**src/rtl/cpu_sequencer.sv**
```systemverilog
// Multi-cycle instruction sequencer: byte-serial fetch, decode, exec, mem, writeback.
// Optional overflow trap into HALT is enabled by defining SEQ_OVF_TRAP_EN.
module cpu_sequencer #(
    parameter logic [7:0] RESET_PC = 8'd0
) (
    input  logic       clk,
    input  logic       rst_n,
    input  logic       run,
    input  logic [5:0] opcode,
    input  logic       ovf,
    output logic [7:0] pc,
    output logic [7:0] fetch_addr,
    output logic       ir_we,
    output logic [1:0] ir_idx,
    output logic [2:0] alu_op,
    output logic       alu_src_imm,
    output logic       rf_dst_rt,
    output logic       wb_sel,
    output logic       dmem_re,
    output logic [1:0] mem_idx,
    output logic       rf_we,
    output logic       illegal,
    output logic       busy,
    output logic [2:0] state
);

    typedef enum logic [2:0] {
        S_IDLE   = 3'd0,
        S_FETCH  = 3'd1,
        S_DECODE = 3'd2,
        S_EXEC   = 3'd3,
        S_MEM    = 3'd4,
        S_WB     = 3'd5,
        S_HALT   = 3'd6
    } state_e;

    state_e     state_q, state_d;
    logic [7:0] pc_q, pc_d;
    logic [1:0] fidx_q, fidx_d;
    logic [1:0] midx_q, midx_d;
    logic [1:0] mlast_q, mlast_d;
    logic       load_q, load_d;
    logic [2:0] alu_op_q, alu_op_d;
    logic       imm_q, imm_d;
    logic       dst_rt_q, dst_rt_d;
    logic       wb_sel_q, wb_sel_d;
    logic       ir_we_q, ir_we_d;
    logic       dmem_re_q, dmem_re_d;
    logic       rf_we_q, rf_we_d;

    logic       dec_rsvd;
    logic       dec_imm;
    logic       dec_load;
    logic [2:0] dec_alu_op;
    logic [1:0] dec_mlast;
    logic       dec_trap;

`ifdef SEQ_OVF_TRAP_EN
    logic       trap_q, trap_d;
`else
    logic       unused_ovf;
    assign unused_ovf = ovf;
`endif

    // Opcode decode; only consumed while in DECODE.
    always_comb begin
        dec_rsvd   = (opcode >= 6'd14);
        dec_imm    = (opcode >= 6'd6) && (opcode <= 6'd13);
        dec_load   = (opcode >= 6'd11) && (opcode <= 6'd13);
        dec_trap   = (opcode == 6'd0) || (opcode == 6'd1) ||
                     (opcode == 6'd6) || (opcode == 6'd7);
        dec_alu_op = 3'd0;
        dec_mlast  = 2'd0;
        case (opcode)
            6'd0:    dec_alu_op = 3'd0;
            6'd1:    dec_alu_op = 3'd1;
            6'd2:    dec_alu_op = 3'd2;
            6'd3:    dec_alu_op = 3'd3;
            6'd4:    dec_alu_op = 3'd4;
            6'd5:    dec_alu_op = 3'd5;
            6'd6:    dec_alu_op = 3'd0;
            6'd7:    dec_alu_op = 3'd1;
            6'd8:    dec_alu_op = 3'd2;
            6'd9:    dec_alu_op = 3'd4;
            6'd10:   dec_alu_op = 3'd5;
            6'd12:   dec_mlast  = 2'd1;
            6'd13:   dec_mlast  = 2'd3;
            default: dec_alu_op = 3'd0;
        endcase
    end

    always_comb begin
        state_d  = state_q;
        pc_d     = pc_q;
        fidx_d   = fidx_q;
        midx_d   = midx_q;
        mlast_d  = mlast_q;
        load_d   = load_q;
        alu_op_d = alu_op_q;
        imm_d    = imm_q;
        dst_rt_d = dst_rt_q;
        wb_sel_d = wb_sel_q;
`ifdef SEQ_OVF_TRAP_EN
        trap_d   = trap_q;
`endif
        case (state_q)
            S_IDLE: begin
                if (run) state_d = S_FETCH;
            end
            S_FETCH: begin
                if (fidx_q == 2'd3) begin
                    fidx_d  = 2'd0;
                    state_d = S_DECODE;
                end else begin
                    fidx_d = fidx_q + 2'd1;
                end
            end
            S_DECODE: begin
                alu_op_d = dec_rsvd ? 3'd0 : dec_alu_op;
                imm_d    = dec_imm;
                dst_rt_d = dec_imm;
                wb_sel_d = dec_load;
                load_d   = dec_load;
                mlast_d  = dec_mlast;
`ifdef SEQ_OVF_TRAP_EN
                trap_d   = dec_trap;
`endif
                if (dec_rsvd) begin
                    pc_d    = pc_q + 8'd4;
                    state_d = run ? S_FETCH : S_IDLE;
                end else begin
                    state_d = S_EXEC;
                end
            end
            S_EXEC: begin
                state_d = load_q ? S_MEM : S_WB;
`ifdef SEQ_OVF_TRAP_EN
                if (trap_q && ovf) state_d = S_HALT;
`endif
            end
            S_MEM: begin
                if (midx_q == mlast_q) begin
                    midx_d  = 2'd0;
                    state_d = S_WB;
                end else begin
                    midx_d = midx_q + 2'd1;
                end
            end
            S_WB: begin
                pc_d    = pc_q + 8'd4;
                state_d = run ? S_FETCH : S_IDLE;
            end
            S_HALT: state_d = S_HALT;
            default: state_d = S_IDLE;
        endcase
        // Strobes are registered from the next state so they track state_q exactly.
        ir_we_d   = (state_d == S_FETCH);
        dmem_re_d = (state_d == S_MEM);
        rf_we_d   = (state_d == S_WB);
    end

    always_ff @(posedge clk or negedge rst_n) begin
        if (!rst_n) begin
            state_q   <= S_IDLE;
            pc_q      <= RESET_PC;
            fidx_q    <= 2'd0;
            midx_q    <= 2'd0;
            mlast_q   <= 2'd0;
            load_q    <= 1'b0;
            alu_op_q  <= 3'd0;
            imm_q     <= 1'b0;
            dst_rt_q  <= 1'b0;
            wb_sel_q  <= 1'b0;
            ir_we_q   <= 1'b0;
            dmem_re_q <= 1'b0;
            rf_we_q   <= 1'b0;
`ifdef SEQ_OVF_TRAP_EN
            trap_q    <= 1'b0;
`endif
        end else begin
            state_q   <= state_d;
            pc_q      <= pc_d;
            fidx_q    <= fidx_d;
            midx_q    <= midx_d;
            mlast_q   <= mlast_d;
            load_q    <= load_d;
            alu_op_q  <= alu_op_d;
            imm_q     <= imm_d;
            dst_rt_q  <= dst_rt_d;
            wb_sel_q  <= wb_sel_d;
            ir_we_q   <= ir_we_d;
            dmem_re_q <= dmem_re_d;
            rf_we_q   <= rf_we_d;
`ifdef SEQ_OVF_TRAP_EN
            trap_q    <= trap_d;
`endif
        end
    end

    assign pc          = pc_q;
    assign fetch_addr  = pc_q + {6'd0, fidx_q};
    assign ir_we       = ir_we_q;
    assign ir_idx      = fidx_q;
    assign alu_op      = alu_op_q;
    assign alu_src_imm = imm_q;
    assign rf_dst_rt   = dst_rt_q;
    assign wb_sel      = wb_sel_q;
    assign dmem_re     = dmem_re_q;
    assign mem_idx     = midx_q;
    assign rf_we       = rf_we_q;
    assign illegal     = (state_q == S_DECODE) && dec_rsvd;
    assign busy        = (state_q != S_IDLE) && (state_q != S_HALT);
    assign state       = state_q;

endmodule

```
**config.mk**
```make
export PLATFORM = sky130hd
export DESIGN_NAME = cpu_sequencer
export DESIGN_NICKNAME = d
export VERILOG_FILES = /design/src/rtl/cpu_sequencer.sv
export SDC_FILE = /design/constraint.sdc
export NUM_CORES = 1
export LEC_CHECK = 0
export ABC_CLOCK_PERIOD_IN_PS = 1900
export CORE_UTILIZATION = 46
export CTS_BUF_LIST = sky130_fd_sc_hd__clkbuf_8
export DETAILED_ROUTE_END_ITERATION = 8
export PLACE_DENSITY = 0.81
export SYNTH_ARGS = -nofsm -noshare
export SYNTH_HDL_FRONTEND = slang
export SYNTH_SLANG_ARGS = --single-unit
```
**constraint.sdc**
```tcl
create_clock -name clk -period 1.9 [get_ports clk]
set_input_delay 0.38 -clock clk [delete_from_list [all_inputs] [get_ports clk]]
set_output_delay 0.38 -clock clk [all_outputs]
set_load 0.01 [all_outputs]
```
==> results.txt <==
Syn-to-layout area delta - 33.98%
NumNets Final - 174
initial DRC count - 16
share of layout cells above drive strength 1 - 11.80%
Worst setup startpoint - opcode[3]
initial antenna violation count - 0
vias in the first global route - 898
Leak Pwr - 0.7461 nW
Compound-Gate Fraction of Synth Area - 12.99%
Port Buf Inserts - 40
Worst Hold Margin - 457.2 ps
flop-to-flop setup slack - 270 ps
Async SR Flop Fraction - 100.0%
Cell variety after synth - 33
leading area contributor after synthesis - dfrtp_1
vias after detailed routing - 1013
Reg-to-Reg Start - state[0]
Power Density - 1507 nW/µm²
final worst path period share - 95.41%
dpl hpwl - 1840 µm
die height - 54.78 µm
ANT cells - 0
Setup Fix Bufs, Post-CTS - 0
Req. time, crit path - 1520 ps
worst r2r path cells - 4
row cnt - 18
placer congestion estimate - 0.7138
top cells by area, synth - dfrtp_1, buf_4, xnor2_1, nand2_1, o21ai_0
Synth Area in XOR/XNOR - 6.836%
Critical Path Sink - illegal
mux cell area share after synthesis - 4.199%
setup violators final - 0
final worst path period need - 1813 ps
Syn. warnings - 0
Worst-Skew Late Latency - 260 ps
core area - 2545 µm²
post-layout power - 2.587 mW
nature of the critical path startpoint - primary input
VDD IR max - 0.001067 V
status - complete, no violations
largest family of logic cells by synthesized area - simple AND/OR/NAND/NOR gates
Final Hold Viols - 0
clk buf depth - 2
critical path class - in2out
Critical Path AT - 1430 ps
post-synth top area share - 44.92%
Vias/cell - 5.304
synthesized flop and latch total - 23
GRT Resource Usage Total - 18.24%
CTS Hold Buffers Added - 0
DRT antenna net count - 0
ys flop type - dfrtp_1
die width - 54.78 µm
I/O Pins - 44
H-tree Lvls - 1
DR DRC count - 0
Max-Cap Viols - 0
CTS buffer count - 3
Synth Area in Adders - 1.953%
critical path fanouts, max - 2
RSZ-0062 raised after global routing - false
TNS Setup - 0 ps
clock sinks - 23
EDFF count, synth - 0
Die Area - 3000 µm²
Crit. End Element - primary output
Hold WC Path Type - in2async
FMAX - 551.6 MHz
DRT Pass-1 Iters - 4
FF-to-FF End - pc[3]
first-pass GRT wire length - 3843 µm
synthesized netlist cell count - 124
clock-pin transition on the worst setup and hold timing paths - 80 ps
largest net degree at the start of global routing - 24
final max-slew violation count - 0
root buf cell - clkbuf_8
TritonCTS clock tree - done
Syn Area/Cell - 10.33 µm²
GRT overflow - 0
sequential share of the synthesized area - 44.92%
skew final - 5.681 ps
Avg WL per Cell - 13.12 µm
simple-gate area share of the yosys netlist - 18.85%
Cell Area, Synth - 1281 µm²
WL final - 2505 µm
Initial Util - 50.34%
-- sequential cells by signal, summed over array words and instances, names as in the netlist --
name and cells:
wb_sel 1, ir_idx 2, pc 6, alu_op 3
rf_we 1, rf_dst_rt 1, dmem_re 1, state 3
mem_idx 2, mlast_q 2, ir_we 1
-- synthesized netlist by cell type, types with 2 or more instances --
cell      instances
xor2_1            2
nor2_1            7
nand4_1           2
ha_1              2
o21ai_0          11
dfrtp_1          23
nand2_1          16
a21oi_1           4
nor3b_1           5
nand2b_1          4
a32o_1            2
mux2i_1           2
buf_4            13
nor2b_1           2
mux2_2            2
buf_2             3
xnor2_1           8
-- through the flow --
stage	util (%)	instances	setup WS [ps]	area, µm²
after floorplan	-	125	239.9	1285
after global placement	65.49	187	-177.0	1667
after detailed placement	65.49	187	-191.5	1667
after CTS	67.16	191	0.1416	1709
after global routing	67.45	191	22.62	1717
final	67.45	191	87.23	1717
-- placed cells by master (no fill, tap or decap), drive strengths merged, types with 3 or more instances in the layout --
cell and instances:
a21oi 4, buf 9, clkbuf 3, clkdlybuf4s50 35
dfrtp 23, dlymetal6s2s 3, mux2 3, nand2 16
nand2b 4, nor2 7, nor3b 6, o21ai 11
xnor2 8
-- area by class of cell --
type                    instances  area (µm²)
fillers                       219       828.3
multi-input cells              84       581.8
flip-flops and latches         23       575.6
repair buffers                 49       473.0
clock buffers                   3       41.29
well taps                      30       37.54
clock inverters                 1       3.754
inverters                       1       3.754
-- critical path, cell delays in order --
cell,delay (ps)
clkdlybuf4s50_1,460
a311oi_4,240
nor2_1,60
dlygate4sd2_1,280
-- worst min path at each step --
stage	startpoint	slack, ps	depth (start not counted)	endpoint
after floorplan	rst_n	80	0	alu_op[0]
after global placement	alu_op[2]	480	2	alu_op[2]
after detailed placement	alu_op[0]	480	2	alu_op[0]
after CTS	rst_n	470	2	pc[3]
after global routing	rst_n	500	2	ir_we
final	rst_n	460	2	pc[2]
-- where the power goes --
group          switching, mW  leakage (nW)  internal, mW
registers              0.153         0.301         0.680
clock network          0.151        0.0269         0.144
logic                  0.637         0.418         0.822
-- repair_timing --
item,CTS,global route
resized for setup,2,3
setup endpoints to repair,2,1
hold endpoints to repair,0,0
gates cloned,0,0
pin swaps,0,1
-- logic make-up (layout without fill, tap and decap cells) --
logic type,count (synthesis),in the layout
multiplexers,5,5
buffers and inverters,18,54
AO/OA/AOI/OAI,21,21
other,1,2
flip-flops,23,23
adder cells (fa/ha/maj),2,2
XOR/XNOR,10,10
AND/OR/NAND/NOR,44,44
-- metal layers --
metal	vias to the layer above	global-route usage [%]	share of wire, %
li1	488	-	-
met1	490	21.53	44
met2	35	32.73	51
met3	0	3.056	4.8
met4	0	6.410	0
met5	-	0	0
Note: power is estimated with default switching activity, not from simulation.
